$ cat config.mk
export PLATFORM = sky130hd
export DESIGN_NAME = ifetch
export DESIGN_NICKNAME = d
export VERILOG_FILES = /design/src/rtl/cpu_pkg.sv /design/src/rtl/ifetch_tmo.sv /design/src/rtl/ifetch.sv
export SDC_FILE = /design/constraint.sdc
export NUM_CORES = 1
export LEC_CHECK = 0
export CAP_MARGIN = 10
export CORE_ASPECT_RATIO = 0.8
export CORE_UTILIZATION = 25
export DETAILED_ROUTE_END_ITERATION = 12
export PLACE_DENSITY = 0.6
export REMOVE_ABC_BUFFERS = 1
export SLEW_MARGIN = 20
export SYNTH_ARGS = -nofsm -noshare
export SYNTH_HDL_FRONTEND = slang
export SYNTH_SLANG_ARGS = --single-unit
$ cat constraint.sdc
create_clock -name clk_sys -period 1.5 [get_ports clk_sys]
set_input_delay 0.225 -clock clk_sys [delete_from_list [all_inputs] [get_ports clk_sys]]
set_output_delay 0.225 -clock clk_sys [all_outputs]
set_load 0.02 [all_outputs]
$ cat src/rtl/cpu_pkg.sv
`default_nettype none
// ============================================================================
//  Module      : cpu_pkg
//  Description : Shared CPU definitions: instruction-fetch state encoding and
//                the default fetch timeout.
//  Revision    : 1.0 - initial release
// ============================================================================
package cpu_pkg;

  // Instruction fetch sequencer states
  typedef enum logic [1:0] {
    IDLE = 2'd0,
    REQ  = 2'd1,
    INC  = 2'd2
  } ifetch_state_t;

  // Default number of REQ cycles before a fetch is declared failed
  localparam int IFETCH_TMO_DEFAULT = 64;

endpackage : cpu_pkg
`default_nettype wire

$ cat src/rtl/ifetch_tmo.sv
`default_nettype none
// ============================================================================
//  Module      : ifetch_tmo
//  Description : 8-bit saturating fetch timeout counter. Cleared when a fetch
//                is accepted, counts every REQ cycle without a response, and
//                flags expiry when the count reaches TMO_CYCLES-1.
//  Revision    : 1.0 - initial release
// ============================================================================
module ifetch_tmo #(
  parameter int TMO_CYCLES = 64
) (
  input  logic clk_sys,
  input  logic clr,
  input  logic clr_cnt,
  input  logic en,
  output logic expired
);

  localparam logic [7:0] LIMIT = 8'(TMO_CYCLES - 1);

  logic [7:0] cnt;

  // Saturating counter: never wraps past 8'hFF
  always_ff @(posedge clk_sys or posedge clr) begin
    if (clr) begin
      cnt <= 8'd0;
    end else if (clr_cnt) begin
      cnt <= 8'd0;
    end else if (en && (cnt != 8'hFF)) begin
      cnt <= cnt + 8'd1;
    end
  end

  assign expired = (cnt == LIMIT);

endmodule : ifetch_tmo
`default_nettype wire

$ cat src/rtl/ifetch.sv
`default_nettype none
// ============================================================================
//  Module      : ifetch
//  Description : Instruction fetch sequencer. Latches IC/NB on a fetch strobe,
//                issues one memory read, loads IR on acknowledge and pulses
//                cu_ low for one cycle to advance IC. Refusal (or timeout)
//                raises a one-cycle no-memory alarm instead.
//  Config      : IFETCH_TIMEOUT_EN - when defined, a REQ timeout of
//                TMO_CYCLES cycles is added via ifetch_tmo.
//  Revision    : 1.0 - initial release
// ============================================================================
module ifetch
  import cpu_pkg::*;
#(
  parameter int TMO_CYCLES = IFETCH_TMO_DEFAULT
) (
  input  logic        clk_sys,
  input  logic        clr,
  input  logic        start,
  input  logic        abort,
  input  logic [0:15] ic,
  input  logic [0:3]  nb,
  output logic        mem_req,
  output logic [0:15] mem_ad,
  output logic [0:3]  mem_nb,
  input  logic [0:15] mem_di,
  input  logic        mem_ok,
  input  logic        mem_en,
  output logic [0:15] ir,
  output logic        ir_valid,
  output logic        cu_,
  output logic        busy,
  output logic        alarm_nomem
);

  ifetch_state_t state;
  logic          tmo_expired;

`ifdef IFETCH_TIMEOUT_EN
  logic tmo_clr;
  logic tmo_en;

  // Counter restarts on every accepted fetch and runs only while REQ waits
  assign tmo_clr = (state == IDLE) && start;
  assign tmo_en  = (state == REQ) && !mem_ok && !abort && !mem_en;

  ifetch_tmo #(
    .TMO_CYCLES (TMO_CYCLES)
  ) u_tmo (
    .clk_sys (clk_sys),
    .clr     (clr),
    .clr_cnt (tmo_clr),
    .en      (tmo_en),
    .expired (tmo_expired)
  );
`else
  // Without the timeout REQ can wait forever; the parameter has no effect
  logic unused_tmo;
  assign unused_tmo  = ^8'(TMO_CYCLES);
  assign tmo_expired = 1'b0;
`endif

  // Fetch FSM with all outputs registered; alarm and cu_ default to idle
  always_ff @(posedge clk_sys or posedge clr) begin
    if (clr) begin
      state       <= IDLE;
      mem_req     <= 1'b0;
      mem_ad      <= 16'd0;
      mem_nb      <= 4'd0;
      ir          <= 16'd0;
      ir_valid    <= 1'b0;
      cu_         <= 1'b1;
      busy        <= 1'b0;
      alarm_nomem <= 1'b0;
    end else begin
      alarm_nomem <= 1'b0;
      cu_         <= 1'b1;
      case (state)
        IDLE: begin
          if (start) begin
            mem_ad   <= ic;
            mem_nb   <= nb;
            ir_valid <= 1'b0;
            mem_req  <= 1'b1;
            busy     <= 1'b1;
            state    <= REQ;
          end
        end
        REQ: begin
          // Acknowledge wins over abort so a completed read is never lost
          if (mem_ok) begin
            ir       <= mem_di;
            ir_valid <= 1'b1;
            mem_req  <= 1'b0;
            cu_      <= 1'b0;
            state    <= INC;
          end else if (abort) begin
            mem_req <= 1'b0;
            busy    <= 1'b0;
            state   <= IDLE;
          end else if (mem_en || tmo_expired) begin
            mem_req     <= 1'b0;
            busy        <= 1'b0;
            alarm_nomem <= 1'b1;
            state       <= IDLE;
          end
        end
        INC: begin
          busy  <= 1'b0;
          state <= IDLE;
        end
        default: begin
          mem_req <= 1'b0;
          busy    <= 1'b0;
          state   <= IDLE;
        end
      endcase
    end
  end

endmodule : ifetch
`default_nettype wire
==> impl_metrics.csv <==
group,metric,value,unit
timing,finalSetupViolCount,0,
timing,skew,0.00627,ns
power_and_ir_drop,total_power,3.71,mW
setup_path,cp-start-kind,"register",
cts,h-tree-depth,2,
setup_path,critPathCaptureType,"primary output",
route,drtIter0Drc,23,
global_routing,antenna_found_initial,0,
placement,hpwl,2.46,mm
global_routing,grt_max_degree,23,
timing,setup_slack,0.0459,ns
setup_path,cp.required,1.27,ns
yosys,syn_avg_cell_area,16.8,um^2
layout,drive_gt1_share,26.8,%
run_status,status,"finished clean",
timing,rsz0062_at_grt,"false",
cts,cts_tree,"yes",
route,vias_per_cell,4.07,
cts,post-cts-setup-buffers,0,
setup_path,crit_type,"reg -> out",
power_and_ir_drop,leakage,1.44,nW
timing,worst_pin_slew,0.329,ns
global_routing,grt_pass1_wl,5.58,mm
layout,final.fill_count,604,
setup_path,crit_path_top_delay_cell,"clkdlybuf4s50_1",
timing,post-route-min-period,1.45,ns
timing,maxSlewViolCount,0,
route,wirelength,3.53,mm
die,coreArea,0.00644,mm^2
setup_path,crit_buf_inv,1,
die,dieHeight,75.4,um
power_and_ir_drop,p_per_area,1330,mW/mm^2
global_routing,first_global_vias,1181,
timing,slew_headroom,77.5,%
yosys,ys_seq_area_share,64.0,%
die,start_util,26.1,%
placement,gp_congestion,0.691,
die,placementRows,26,
layout,fin_nets,235,
timing,finalHoldViolCount,0,
yosys,synth_cell_type_count,21,
cts,clkTransAtPathRegs,0.08,ns
layout,area_growth_syn_to_layout,66.2,%
cts,cts_buffer_depth,2,
yosys,synth_area,0.00168,mm^2
global_routing,grtUsageTotal,10.5,%
route,route.detailed.drc,0,
route,vias,1132,
cts,root_buffer,"clkbuf_8",
placement,pre_cts_slack,-0.128,ns
setup_path,cpPeakStageDelay,0.60,ns
yosys,synth_seq_cells,43,
die,pin_count,83,
flow_run,drv_cap,0,
cts,cts_buffers,5,
setup_path,crit_arrival,1.23,ns
route,wl_per_cell,12.7,um
setup_path,path_delay_family,"buffers and inverters",
die,die_area,0.00707,mm^2
cts,clock_sinks,43,
hold_path,hold_class,"in -> async",
setup_path,critPathMaxFanout,2,
layout,seqCellArea,0.00108,mm^2
setup_path,crit_chain,"clkdlybuf4s50_1",
timing,timing.fmax,0.688,GHz
yosys,ys_warn_count,0,
layout,multi_input_area,541,um^2
die,die_width,93.7,um
route,antenna_left,0,
global_routing,overflow,0,
cts,clk_latency,0.28,ns
route,first_pass_iters,2,
timing,finalCritPeriodShare,96.9,%
placement,portBuffers,82,
layout,diodes,0,
yosys,synth_cells,100,
power_and_ir_drop,ir_drop,429,uV
-- final cells by class --
cell class,count,area share (%)
sequential,43,38.5
timing repair buffer,90,35.1
multi-input combinational,50,19.3
tap,84,3.76
clock buffer,8,2.86
inverter,3,0.403
-- power by group --
group          switching (mW)  internal (mW)
registers               0.142           1.45
clock network           0.363          0.331
logic                   0.638          0.787
total                    1.14           2.57
-- per-stage QoR --
step | hold slack (ns) | cells | TNS (ns) | cell area [um^2] | utilization [%]
finish | 0.205 | 278 | 0 | 2800 | 43.4
global route | 0.232 | 278 | 0 | 2800 | 43.4
CTS | 0.198 | 278 | 0 | 2720 | 42.2
detailed placement | 0.484 | 270 | -2.29 | 2650 | 41.2
global placement | 0.476 | 270 | -2.18 | 2650 | 41.2
floorplan | 0.296 | 96 | -4.42 | 1630 | -
-- synth_stat cells (all sizes together) --
cell type,n,area [um^2]
a2111oi,1,8.76
a21o,1,7.51
buf,4,53.8
dfrtp,42,1050
dfstp,1,26.3
inv,3,11.3
mux2,36,432
nand3b,1,7.51
nor2,1,3.75
nor2b,2,12.5
nor3b,1,18.8
nor4b,1,8.76
o21ai,1,5.00
o21bai,1,7.51
o41ai,1,8.76
or2,1,6.26
or2b,1,7.51
or3,1,6.26
-- layer usage --
metal  GRT usage, %  up-vias  share of wire (%)
met5              0        -                  0
met4           5.13        0                1.4
met3           3.09        5                5.4
met2           15.7       35                 46
met1           13.9      554                 47
li1               -      538                  -
-- cell usage in the layout (no fill, tap or decap), drive strengths merged --
cell / n
nor2: 1
inv: 3
o21ai: 1
dfrtp: 42
dlymetal6s2s: 30
buf: 8
o21bai: 1
a21o: 1
a2111oi: 1
o41ai: 1
or2: 1
dfstp: 1
or2b: 1
nand3b: 1
nor3b: 1
nor4b: 1
or3: 1
clkbuf: 8
clkdlybuf4s50: 43
mux2: 36
nor2b: 2
dlygate4sd2: 9
-- cell families (layout without fill, tap and decap cells) --
logic type	count (synthesis)	count (layout)	synth area share, %
AO/OA/AOI/OAI	5	5	2.23
buffers and inverters	7	101	3.87
flip-flops	43	43	64.0
multiplexers	36	36	25.7
AND/OR/NAND/NOR	9	9	4.24
-- worst paths after layout --
path	startpoint	to	slack, ns	depth (start not counted)
worst min-delay path	clr	mem_ad[14]	0.21	2
min in group clk_sys	mem_ad[10]	mem_ad[10]	0.49	1
worst min register to register	mem_ad[10]	mem_ad[10]	0.49	1
worst max register to register	state[0]	mem_ad[1]	0.14	3
max in group asynchronous	clr	ir[9]	0.79	3
worst max-delay path	mem_nb[0]	mem_nb[0]	0.05	1
-- registers in the layout (all words and copies together), names as in the netlist --
register and flops:
mem_ad 16, mem_req 1, mem_nb 4, alarm_nomem 1
ir 16, busy 1, ir_valid 1, cu_ 1
state 2
-- what timing repair did --
item,in CTS,in global routing
hold buffers,0,0
endpoints found under the setup margin,9,30
resized for setup,9,30
(Power assumes the default switching activity.)
